==> src/rtl/config.v <==
// Shared display geometry for the pong datapath; every stage takes its screen
// constants from here so the ball and paddle stages always agree.
`ifndef PONG_CONFIG_V
`define PONG_CONFIG_V
`define V_DISP 480
`define SLDE_W 10
`define BODY_L 80
`endif

==> src/rtl/paddle_ctrl_pkg.sv <==
// Paddle stage types, play-field limits and the saturating move rule.
`include "config.v"

package paddle_ctrl_pkg;

  localparam int CENTRE_I = `V_DISP / 2 - `BODY_L / 2;
  localparam int Y_MIN_I  = `SLDE_W;
  localparam int Y_MAX_I  = `V_DISP - `SLDE_W - `BODY_L;

  localparam logic [9:0]  CENTRE = 10'(CENTRE_I);
  localparam logic [10:0] Y_MIN  = 11'(Y_MIN_I);
  localparam logic [10:0] Y_MAX  = 11'(Y_MAX_I);

  typedef enum logic [1:0] {
    ST_HOLD     = 2'd0,
    ST_PLAY     = 2'd1,
    ST_RECENTRE = 2'd2
  } pad_state_e;

  typedef struct packed {
    pad_state_e st1;
    pad_state_e st0;
    logic       move_tick;
    logic [3:0] keys;       // {dn1, up1, dn0, up0}, debounced, 1 = pressed
  } pad_dbg_t;

  // Worked at 11 bits so that y - step near the top wall cannot wrap.
  function automatic logic [9:0] move_y(input logic [9:0]  y,
                                        input logic        up,
                                        input logic        dn,
                                        input logic [10:0] step);
    logic [10:0] y_w;
    logic [10:0] res;
    y_w = {1'b0, y};
    res = y_w;
    if (up && !dn) begin
      res = (y_w >= Y_MIN + step) ? (y_w - step) : Y_MIN;
    end else if (dn && !up) begin
      res = ((y_w + step) > Y_MAX) ? Y_MAX : (y_w + step);
    end
    return res[9:0];
  endfunction

endpackage

==> src/rtl/paddle_ctrl_if.sv <==
// Control inputs and paddle positions between the game top, the paddle stage
// and the ball stage.
interface paddle_ctrl_if;
  import paddle_ctrl_pkg::*;

  // No valid/ready pairs: every field is a level sampled on vga_clk, except
  // guiwei which is a single-cycle pulse; padbody_y* are registered and hold
  // their value until the next move, recentre or reset.
  logic       start;
  logic       s;
  logic       guiwei;
  logic       key_up0;
  logic       key_dn0;
  logic       key_up1;
  logic       key_dn1;
  logic [9:0] padbody_y0;
  logic [9:0] padbody_y1;
  pad_dbg_t   dbg;

  modport master (
    output start, s, guiwei, key_up0, key_dn0, key_up1, key_dn1,
    input  padbody_y0, padbody_y1, dbg
  );

  modport slave (
    input  start, s, guiwei, key_up0, key_dn0, key_up1, key_dn1,
    output padbody_y0, padbody_y1, dbg
  );
endinterface

==> src/rtl/paddle_ctrl_key_debounce.sv <==
// One push-button: 2-flop synchronizer then a level debouncer that only
// accepts a new level after DB_CYCLES unbroken cycles of it.
module key_debounce #(
  parameter int DB_CYCLES = 250000
) (
  input  logic vga_clk,
  input  logic sys_rst_n,
  input  logic key_n,
  output logic pressed
);

  localparam int CW = (DB_CYCLES > 1) ? $clog2(DB_CYCLES) : 1;
  localparam logic [CW-1:0] LAST = CW'(DB_CYCLES - 1);

  logic [1:0]    sync_n;
  logic [CW-1:0] cnt;
  logic          level;

  assign level = ~sync_n[1];

  // Any cycle agreeing with the current output clears the run, so a bounce
  // restarts the whole window.
  always_ff @(posedge vga_clk or negedge sys_rst_n) begin
    if (!sys_rst_n) begin
      sync_n  <= 2'b11;
      cnt     <= '0;
      pressed <= 1'b0;
    end else begin
      sync_n <= {sync_n[0], key_n};
      if (level == pressed) begin
        cnt <= '0;
      end else if (cnt == LAST) begin
        pressed <= level;
        cnt     <= '0;
      end else begin
        cnt <= cnt + CW'(1);
      end
    end
  end

endmodule

==> src/rtl/paddle_ctrl.sv <==
// Two-player paddle stage: debounced keys, a speed-selectable move tick and a
// per-paddle HOLD/PLAY/RECENTRE FSM producing registered top-edge positions.
module paddle_ctrl
  import paddle_ctrl_pkg::*;
#(
  parameter int DB_CYCLES = 250000,
  parameter int STEP      = 2,
  parameter int FAST_DIV  = 40000,
  parameter int SLOW_DIV  = 90000
) (
  input logic          vga_clk,
  input logic          sys_rst_n,
  paddle_ctrl_if.slave pif
);

  localparam int MAX_DIV = (FAST_DIV > SLOW_DIV) ? FAST_DIV : SLOW_DIV;
  localparam int DW      = (MAX_DIV > 1) ? $clog2(MAX_DIV) : 1;
  localparam logic [10:0] STEP_W = 11'(STEP);

  logic [1:0]    up_k;
  logic [1:0]    dn_k;
  logic [DW-1:0] div_cnt;
  logic [DW-1:0] div_last;
  logic          move_tick;

  key_debounce #(.DB_CYCLES(DB_CYCLES)) u_up0 (
    .vga_clk(vga_clk), .sys_rst_n(sys_rst_n), .key_n(pif.key_up0), .pressed(up_k[0]));
  key_debounce #(.DB_CYCLES(DB_CYCLES)) u_dn0 (
    .vga_clk(vga_clk), .sys_rst_n(sys_rst_n), .key_n(pif.key_dn0), .pressed(dn_k[0]));
  key_debounce #(.DB_CYCLES(DB_CYCLES)) u_up1 (
    .vga_clk(vga_clk), .sys_rst_n(sys_rst_n), .key_n(pif.key_up1), .pressed(up_k[1]));
  key_debounce #(.DB_CYCLES(DB_CYCLES)) u_dn1 (
    .vga_clk(vga_clk), .sys_rst_n(sys_rst_n), .key_n(pif.key_dn1), .pressed(dn_k[1]));

  // >= rather than == so a switch to the shorter period cannot strand the
  // counter above its new terminal value.
  assign div_last  = pif.s ? DW'(FAST_DIV - 1) : DW'(SLOW_DIV - 1);
  assign move_tick = (div_cnt >= div_last);

  always_ff @(posedge vga_clk or negedge sys_rst_n) begin
    if (!sys_rst_n) begin
      div_cnt <= '0;
    end else if (move_tick) begin
      div_cnt <= '0;
    end else begin
      div_cnt <= div_cnt + DW'(1);
    end
  end

  for (genvar i = 0; i < 2; i++) begin : g_pad
    pad_state_e st;
    logic [9:0] y_q;

    // start low wins over everything; a goal beats a coincident move tick.
    always_ff @(posedge vga_clk or negedge sys_rst_n) begin
      if (!sys_rst_n) begin
        st  <= ST_HOLD;
        y_q <= CENTRE;
      end else if (!pif.start) begin
        st  <= ST_HOLD;
        y_q <= CENTRE;
      end else begin
        case (st)
          ST_HOLD: begin
            st  <= ST_PLAY;
            y_q <= CENTRE;
          end
          ST_PLAY: begin
            if (pif.guiwei) begin
              st  <= ST_RECENTRE;
              y_q <= CENTRE;
            end else if (move_tick) begin
              y_q <= move_y(y_q, up_k[i], dn_k[i], STEP_W);
            end
          end
          ST_RECENTRE: begin
            st  <= ST_PLAY;
            y_q <= CENTRE;
          end
          default: begin
            st  <= ST_HOLD;
            y_q <= CENTRE;
          end
        endcase
      end
    end
  end

  assign pif.padbody_y0 = g_pad[0].y_q;
  assign pif.padbody_y1 = g_pad[1].y_q;

  assign pif.dbg = '{st1:       g_pad[1].st,
                     st0:       g_pad[0].st,
                     move_tick: move_tick,
                     keys:      {dn_k[1], up_k[1], dn_k[0], up_k[0]}};

endmodule

==> src/flat_wrapper.sv <==
// flat-port wrapper written by rule: the top's interface ports become plain ports
module paddle_ctrl_flat import paddle_ctrl_pkg::*;
#(
  parameter int DB_CYCLES = 250000,
  parameter int STEP      = 2,
  parameter int FAST_DIV  = 40000,
  parameter int SLOW_DIV  = 90000
)
  (vga_clk, sys_rst_n, pif_start, pif_s, pif_guiwei, pif_key_up0, pif_key_dn0, pif_key_up1, pif_key_dn1, pif_padbody_y0, pif_padbody_y1, pif_dbg);
  paddle_ctrl_if pif_i ();
  input logic vga_clk;
  input logic sys_rst_n;
  input wire logic [$bits(pif_i.start)-1:0] pif_start;
  input wire logic [$bits(pif_i.s)-1:0] pif_s;
  input wire logic [$bits(pif_i.guiwei)-1:0] pif_guiwei;
  input wire logic [$bits(pif_i.key_up0)-1:0] pif_key_up0;
  input wire logic [$bits(pif_i.key_dn0)-1:0] pif_key_dn0;
  input wire logic [$bits(pif_i.key_up1)-1:0] pif_key_up1;
  input wire logic [$bits(pif_i.key_dn1)-1:0] pif_key_dn1;
  output wire logic [$bits(pif_i.padbody_y0)-1:0] pif_padbody_y0;
  output wire logic [$bits(pif_i.padbody_y1)-1:0] pif_padbody_y1;
  output wire logic [$bits(pif_i.dbg)-1:0] pif_dbg;
  assign pif_i.start = pif_start;
  assign pif_i.s = pif_s;
  assign pif_i.guiwei = pif_guiwei;
  assign pif_i.key_up0 = pif_key_up0;
  assign pif_i.key_dn0 = pif_key_dn0;
  assign pif_i.key_up1 = pif_key_up1;
  assign pif_i.key_dn1 = pif_key_dn1;
  assign pif_padbody_y0 = pif_i.padbody_y0;
  assign pif_padbody_y1 = pif_i.padbody_y1;
  assign pif_dbg = pif_i.dbg;
  paddle_ctrl #(.DB_CYCLES(DB_CYCLES), .STEP(STEP), .FAST_DIV(FAST_DIV), .SLOW_DIV(SLOW_DIV)) u_core (.vga_clk(vga_clk), .sys_rst_n(sys_rst_n), .pif(pif_i));
endmodule
==> config.mk <==
export PLATFORM = sky130hd
export DESIGN_NAME = paddle_ctrl_flat
export DESIGN_NICKNAME = d
export VERILOG_FILES = /design/src/rtl/paddle_ctrl_pkg.sv /design/src/rtl/paddle_ctrl_if.sv /design/src/rtl/paddle_ctrl_key_debounce.sv /design/src/rtl/paddle_ctrl.sv /design/src/flat_wrapper.sv
export VERILOG_INCLUDE_DIRS = /design/src /design/src/rtl
export SDC_FILE = /design/constraint.sdc
export NUM_CORES = 1
export LEC_CHECK = 0
export BUFFER_PORTS_ARGS = -buffer_cell sky130_fd_sc_hd__buf_4
export CELL_PAD_IN_SITES_DETAIL_PLACEMENT = 1
export CELL_PAD_IN_SITES_GLOBAL_PLACEMENT = 2
export CORE_ASPECT_RATIO = 1.1
export CORE_MARGIN = 2
export CORE_UTILIZATION = 35
export DETAILED_ROUTE_END_ITERATION = 7
export MAX_ROUTING_LAYER = met4
export PLACE_DENSITY = 0.85
export SLEW_MARGIN = 20
export SYNTH_ARGS = -nofsm -noshare
export SYNTH_HDL_FRONTEND = slang
export SYNTH_SLANG_ARGS = --single-unit
==> constraint.sdc <==
create_clock -name vga_clk -period 2.45 [get_ports vga_clk]
set_clock_uncertainty 0.05 [all_clocks]
set_input_delay 0.49 -clock vga_clk [delete_from_list [all_inputs] [get_ports vga_clk]]
set_output_delay 0.49 -clock vga_clk [all_outputs]
set_load 0.02 [all_outputs]
## Yosys cells after proc, flatten, opt, wreduce, memory -nomap -nowiden

Index checks and enable logic that the tools add are counted.
W data, S select, Z words.

| cells by class | value |
|---|---|
| muxes and demuxes | 31 |
| bitwise gates (word level) | 8 |
| equality and inequality tests | 18 |
| reductions and logical operators | 18 |
| $add $sub $neg | 9 |
| magnitude comparators | 5 |

Operator list:

| kind | number |
|---|---|
| $mux W10 | 16 |
| $mux W18 | 8 |
| $add A18 B1 Y18 const B | 4 |
| $eq A18 B18 Y1 const B | 4 |
| $mux W17 | 2 |
| $add A10 B2 Y11 const B | 2 |
| $gt A11 B9 Y1 const B | 2 |
| $ge A10 B4 Y1 const B | 2 |
| $sub A10 B2 Y10 const B | 2 |
| $add A17 B1 Y17 const B | 1 |
| $ge A17 B17 Y1 | 1 |
| $reduce_and A2 Y1 | 6 |
| $ne A5 B3 Y1 const B | 2 |
| $ne A4 B3 Y1 const B | 2 |
| $not A1 Y1 | 8 |
| $pmux W2 S2 | 2 |
| $mux W2 | 3 |
| $ne A3 B3 Y1 const B | 2 |
| $eq A1 B1 Y1 | 4 |
| $eq A2 B1 Y1 const B | 2 |
| $eq A2 B2 Y1 const B | 2 |
| $logic_and A1 B1 Y1 | 4 |
| $logic_not A1 Y1 | 4 |
| $logic_not A2 Y1 | 2 |
| $reduce_or A2 Y1 | 2 |

| storage, ports and cells | value |
|---|---|
| flip-flop bits (word level) | 125 |
| logic and storage cells | 106 |
| input port bits | 9 |

## Longest topological paths before layout

| depth | value |
|---|---|
| depth after elaboration | 9 |
| gate-level depth with buffers | 10 |
| depth with buffers taken out | 9 |

## Hierarchy

A second synthesis with hierarchy kept.

| second synthesis, totals | value |
|---|---|
| cell total of the unflattened synthesis | 744 |
| area, all modules | 6988.0 µm² |

Modules (own cells, without submodules):

| module | cells an instance | sequential area each (µm²) | area each (µm²) | instances |
|---|---|---|---|---|
| key_debounce (u_core.u_dn0 ...) | 100 | 528.0 | 1034.7 | 3 |
| paddle_ctrl | 347 | 983.4 | 2875.3 | 1 |
| key_debounce (u_core.u_up0) | 97 | 528.0 | 1008.5 | 1 |

## Worst setup path after synthesis

Ideal clock, no wire load.

| timing | value |
|---|---|
| kind | input port to output port |
| start | input port pif_s |
| end | output port pif_dbg[4] |
| path buffers | 2 |
| arrival | 2040 ps |
| slack | -130 ps |
| cell stages on the path | 7 |
| cell sequence | inv_1 -> ha_1 -> nand2_2 -> or4_4 -> o21ai_2 -> clkbuf_1 -> buf_4 |

| on the way | value |
|---|---|
| word-level cells in the longest chain between the ends | 2 |

Ends and longest elaborated chain:

| item | RTL line | source |
|---|---|---|
| from (decl) | flat_wrapper.sv:14 | `input wire logic [$bits(pif_i.s)-1:0] pif_s;` |
| $mux W17 | paddle_ctrl.sv:37 | `assign div_last = pif.s ? DW'(FAST_DIV - 1) : DW'(SLOW_DIV - 1);` |
| $ge A17 B17 Y1 | paddle_ctrl.sv:38 | `assign move_tick = (div_cnt >= div_last);` |
| to (decl) | flat_wrapper.sv:22 | `output wire logic [$bits(pif_i.dbg)-1:0] pif_dbg;` |

Every way passes these cells.

## Final worst setup path

| timing | value |
|---|---|
| start | register u_core.div_cnt[14] |
| end | output port pif_dbg[4] |

| on the way | value |
|---|---|
| word-level cells in the longest chain between the ends | 1 |

Ends and longest elaborated chain:

| item | RTL line | source |
|---|---|---|
| from (decl) | paddle_ctrl.sv:22 | `logic [DW-1:0] div_cnt;` |
| from (signal assigned) | paddle_ctrl.sv:46 | `div_cnt <= div_cnt + DW'(1);` |
| $ge A17 B17 Y1 | paddle_ctrl.sv:38 |  |

Every way passes these cells.

==> results.md <==
| Parameter | This run | Unit |
|---|---|---|
| Total count of max-transition violations in the final report | 0 | - |
| Kind of cell with the highest combined delay on the critical path | simple AND/OR/NAND/NOR gates | - |
| Detailed Route WL | 18.3 | mm |
| Critical path type | reg2out | - |
| Overall die area | 20600 | µm² |
| Number of hold buffers added after cts | 0 | - |
| CP Launch Point | u_core.div_cnt[14] | - |
| Max frequency | 0.381 | GHz |
| Worst voltage drop across the vdd grid | 0.000586 | V |
| Netlist cell types | 75 | - |
| Part of the power in registers | 0.438 | - |
| Ant. Diodes | 0 | - |
| Hold slack | 0.0212 | ns |
| Fill cell count | 2189 | - |
| Violations in the final reports | setup timing | - |
| Startpoint Class | register | - |
| CTS root buf | sky130_fd_sc_hd__clkbuf_16 | - |
| Netlist area before placement | 6810 | µm² |
| CTS H-tree lvls | 4 | - |
| Pin count of the biggest net entering global routing | 47 | - |
| Unrepaired setup endpoints after global routing | true | - |
| Via count of the first global-routing pass | 6169 | - |
| Net switching share of the total power | 0.222 | - |
| Rel. slew slack | 0.615 | - |
| Port buffer count | 35 | - |
| Power density over the cells | 561 | nW/µm² |
| Clock Power Share | 0.516 | - |
| Register area share after synthesis | 0.455 | - |
| Remaining design rule violation count | 0 | - |
| Main flop type after synthesis | sky130_fd_sc_hd__dfrtp_1 | - |
| Maximum net fanout on the critical path | 2 | - |
| Post-layout instance count excluding filler cells | 1085 | - |
| Ys Warns | 0 | - |
| Result of the run | finished, violations left | - |
| Comb pwr share | 0.045 | - |
| Number of max-capacitance violations reported | 0 | - |
| Insertion delay to the later sink of the worst-skew pair | 0.42 | ns |
| Final Cell Area | 8510 | µm² |
| Via count normalized by instance count | 5.29 | - |
| Min-Delay Path Class | in2async | - |
| Crit path DAT | 2.08 | ns |
| Count of buffer and inverter cells on the critical path | 2 | - |
| Post-synthesis async set-or-reset flop share | 1.00 | - |
| CTS Buffer Depth | 2 | - |
| Die boundary width | 137 | µm |
| Remaining global-route overflow | 0 | - |
| Smallest setup slack after layout | -0.172 | ns |
| Number of design-rule violations left by the first detailed-router iteration | 217 | - |
| Worst flop-to-flop path startpoint | u_core.div_cnt[14] | - |
| Starting density of the core | 0.357 | - |
| Synthesized flop and latch total | 123 | - |
| Routability Congestion | 0.888 | - |
| Number of enable-type register cells in the synthesized netlist | 0 | - |
| Vias | 5742 | - |
| Number of iterations in the first detailed-routing pass | 4 | - |
| Slowest cell delay on critical path | 0.55 | ns |
| Area Growth Syn to Fin | 25.0 | % |
| Number of nets at the end of the flow | 853 | - |
| Final number of hold-violating endpoints | 0 | - |
| Number of cells produced by synthesis | 745 | - |
| Detailed-placement wirelength estimate | 12.9 | mm |
| Leakage power summed over all cells | 3.58 | nW |
| Number of placement rows | 53 | - |
| Placed cells | 1043 | - |
| Overall track demand over capacity in global routing | 0.188 | - |
| Register clock-pin slew on the reported worst setup and hold paths | 0.06 | ns |
| Chip height | 150 | µm |
| Portion of the clock cycle consumed by the worst path in the final layout | 1.07 | - |
| Switching Power | 0.00106 | W |
| Clock period minus worst slack | 2.62 | ns |
| Area post-placement | 7600 | µm² |
| Core area | 19100 | µm² |
| Setup violations, final | 6 | - |
| Post-Route Setup TNS | -0.434 | ns |
| Ratio of cells with drive above 1 in the final layout | 0.226 | - |
| Clock tree from TritonCTS | done | - |
| Critical Path, Cell by Cell | ha_4 > nand2_2 > or4_4 > o21ai_4 > buf_4 > buf_6 | - |
| Count of antenna-violating nets left after detailed routing | 0 | - |
| Actual slew at the worst max-slew pin | 0.577 | ns |
| Number of buffers created by CTS | 17 | - |
| Critical-path top delay cell | sky130_fd_sc_hd__or4_4 | - |
| Routed wire length per instance | 16.8 | µm |
| Number of antenna violations at the first check in global routing | 0 | - |
| Register-to-register path setup slack | -0.09 | ns |
| Io pins | 38 | - |
| CP endpoint kind | output pin | - |
| Internal power | 0.00372 | W |
| Clock sink count | 123 | - |
| Average cell area after synthesis | 9.14 | µm² |
| Data required time of the critical path | 1.91 | ns |
| Wire length of the first global-routing pass | 30.0 | mm |
[final cells by class]
cell class              count  area (µm²)  area share
repair buffers             93         742      0.0872
multi-input cells         571        3710       0.436
clock buffers              25         485      0.0570
flip-flops and latches    123        3100       0.364
inverters                  19        71.3     0.00838
well taps                 247         309      0.0363
clock inverters             7        90.1      0.0106
[routing by layer]
metal / wire (µm) / up-vias / track usage
met5: 0 / - / -
met4: 410 / 0 / 0.0675
met3: 452 / 34 / 0.0327
met2: 9590 / 96 / 0.330
met1: 7810 / 2877 / 0.216
li1: - / 2735 / -
[state kept, by name, summed over array words and instances, names as in the netlist, 4 cells and up]
signal and cells:
u_core.div_cnt 17, u_core.g_pad.st 4, u_core.pif.padbody_y0 9, u_core.pif.padbody_y1 9, u_core.u_dn0.cnt 18, u_core.u_dn1.cnt 18
u_core.u_up0.cnt 18, u_core.u_up1.cnt 18
[power groups by stage]
stage / combinational, W / sequential [W] / clock, W
after floorplan: 0.0000917 / 0.00213 / 0
after CTS: 0.000210 / 0.00209 / 0.00253
after global routing: 0.000242 / 0.00210 / 0.00260
after detailed placement: 0.000205 / 0.00213 / 0
after global placement: 0.000192 / 0.00212 / 0
final: 0.000215 / 0.00209 / 0.00247
[cell families after synthesis]
logic type | count (synthesis) | synth area share
compound gates | 98 | 0.0950
xor+xnor | 86 | 0.111
fa+ha+maj | 19 | 0.0349
buf+inv | 52 | 0.0382
flops | 123 | 0.455
mux | 4 | 0.00661
other cells | 1 | 0.000551
simple gates | 362 | 0.260
[cell usage after synthesis (all sizes together), types with 8 or more instances]
cell    instances  share of area
nand2b          8         0.0073
nor2          136          0.076
dfstp          14          0.054
nand2          57          0.032
xor2           47          0.060
inv            18         0.0099
nand4          16          0.015
and3            9         0.0083
xnor2          39          0.050
clkbuf         17         0.0094
nand3          54          0.040
ha             19          0.035
nor3           18          0.013
nor4           16          0.015
a21oi          26          0.020
buf            16          0.018
o21ai          21          0.016
dfrtp         109           0.40
[stage by stage]
step           setup slack (ns)  utilization  total power (W)
6_report                 -0.172        0.446          0.00478
5_1_grt                  -0.209        0.446          0.00494
4_1_cts                  -0.204        0.433          0.00483
3_5_place_dp             -0.304        0.398          0.00233
3_3_place_gp             -0.191        0.398          0.00232
2_1_floorplan           -0.0155            -          0.00222
[layout by cell type (no fill, tap or decap), types with 14 or more instances in the layout]
cell / count
sky130_fd_sc_hd__xor2_1: 47
sky130_fd_sc_hd__nand4_1: 16
sky130_fd_sc_hd__buf_4: 86
sky130_fd_sc_hd__clkbuf_16: 17
sky130_fd_sc_hd__nand3_1: 53
sky130_fd_sc_hd__nor2_1: 134
sky130_fd_sc_hd__a21oi_1: 22
sky130_fd_sc_hd__nor3_1: 18
sky130_fd_sc_hd__inv_1: 18
sky130_fd_sc_hd__dfstp_2: 14
sky130_fd_sc_hd__nand2_1: 53
sky130_fd_sc_hd__xnor2_1: 39
sky130_fd_sc_hd__dfrtp_1: 106
[worst reg2reg max path: stages, from the launching register on]
cell,delay [ns]
sky130_fd_sc_hd__dfrtp_1,0.40
sky130_fd_sc_hd__ha_4,0.28
sky130_fd_sc_hd__nand2_2,0.04
sky130_fd_sc_hd__or4_4,0.55
sky130_fd_sc_hd__o21ai_4,0.15
sky130_fd_sc_hd__buf_4,0.13
sky130_fd_sc_hd__buf_6,0.08
sky130_fd_sc_hd__buf_6,0.11
sky130_fd_sc_hd__nand2_4,0.08
sky130_fd_sc_hd__or4_4,0.51
sky130_fd_sc_hd__nand3_2,0.09
[final timing paths]
path                                                  to  cells after the start
worst max-delay path                          pif_dbg[4]                      6
worst max register to register  u_core.pif.padbody_y1[5]                     10
min in group vga_clk              u_core.u_dn0.sync_n[0]                      1
worst min register to register    u_core.u_up1.sync_n[1]                      0
max in group asynchronous         u_core.u_dn1.sync_n[1]                      2
worst min-delay path            u_core.pif.padbody_y1[8]                      1
[timing repair]
item,in CTS,in global routing
endpoints found under the setup margin,8,15
setup buffers,3,7
resized for setup,14,42
pin swaps,6,17
No activity file was read; power rests on OpenSTA's default activity.
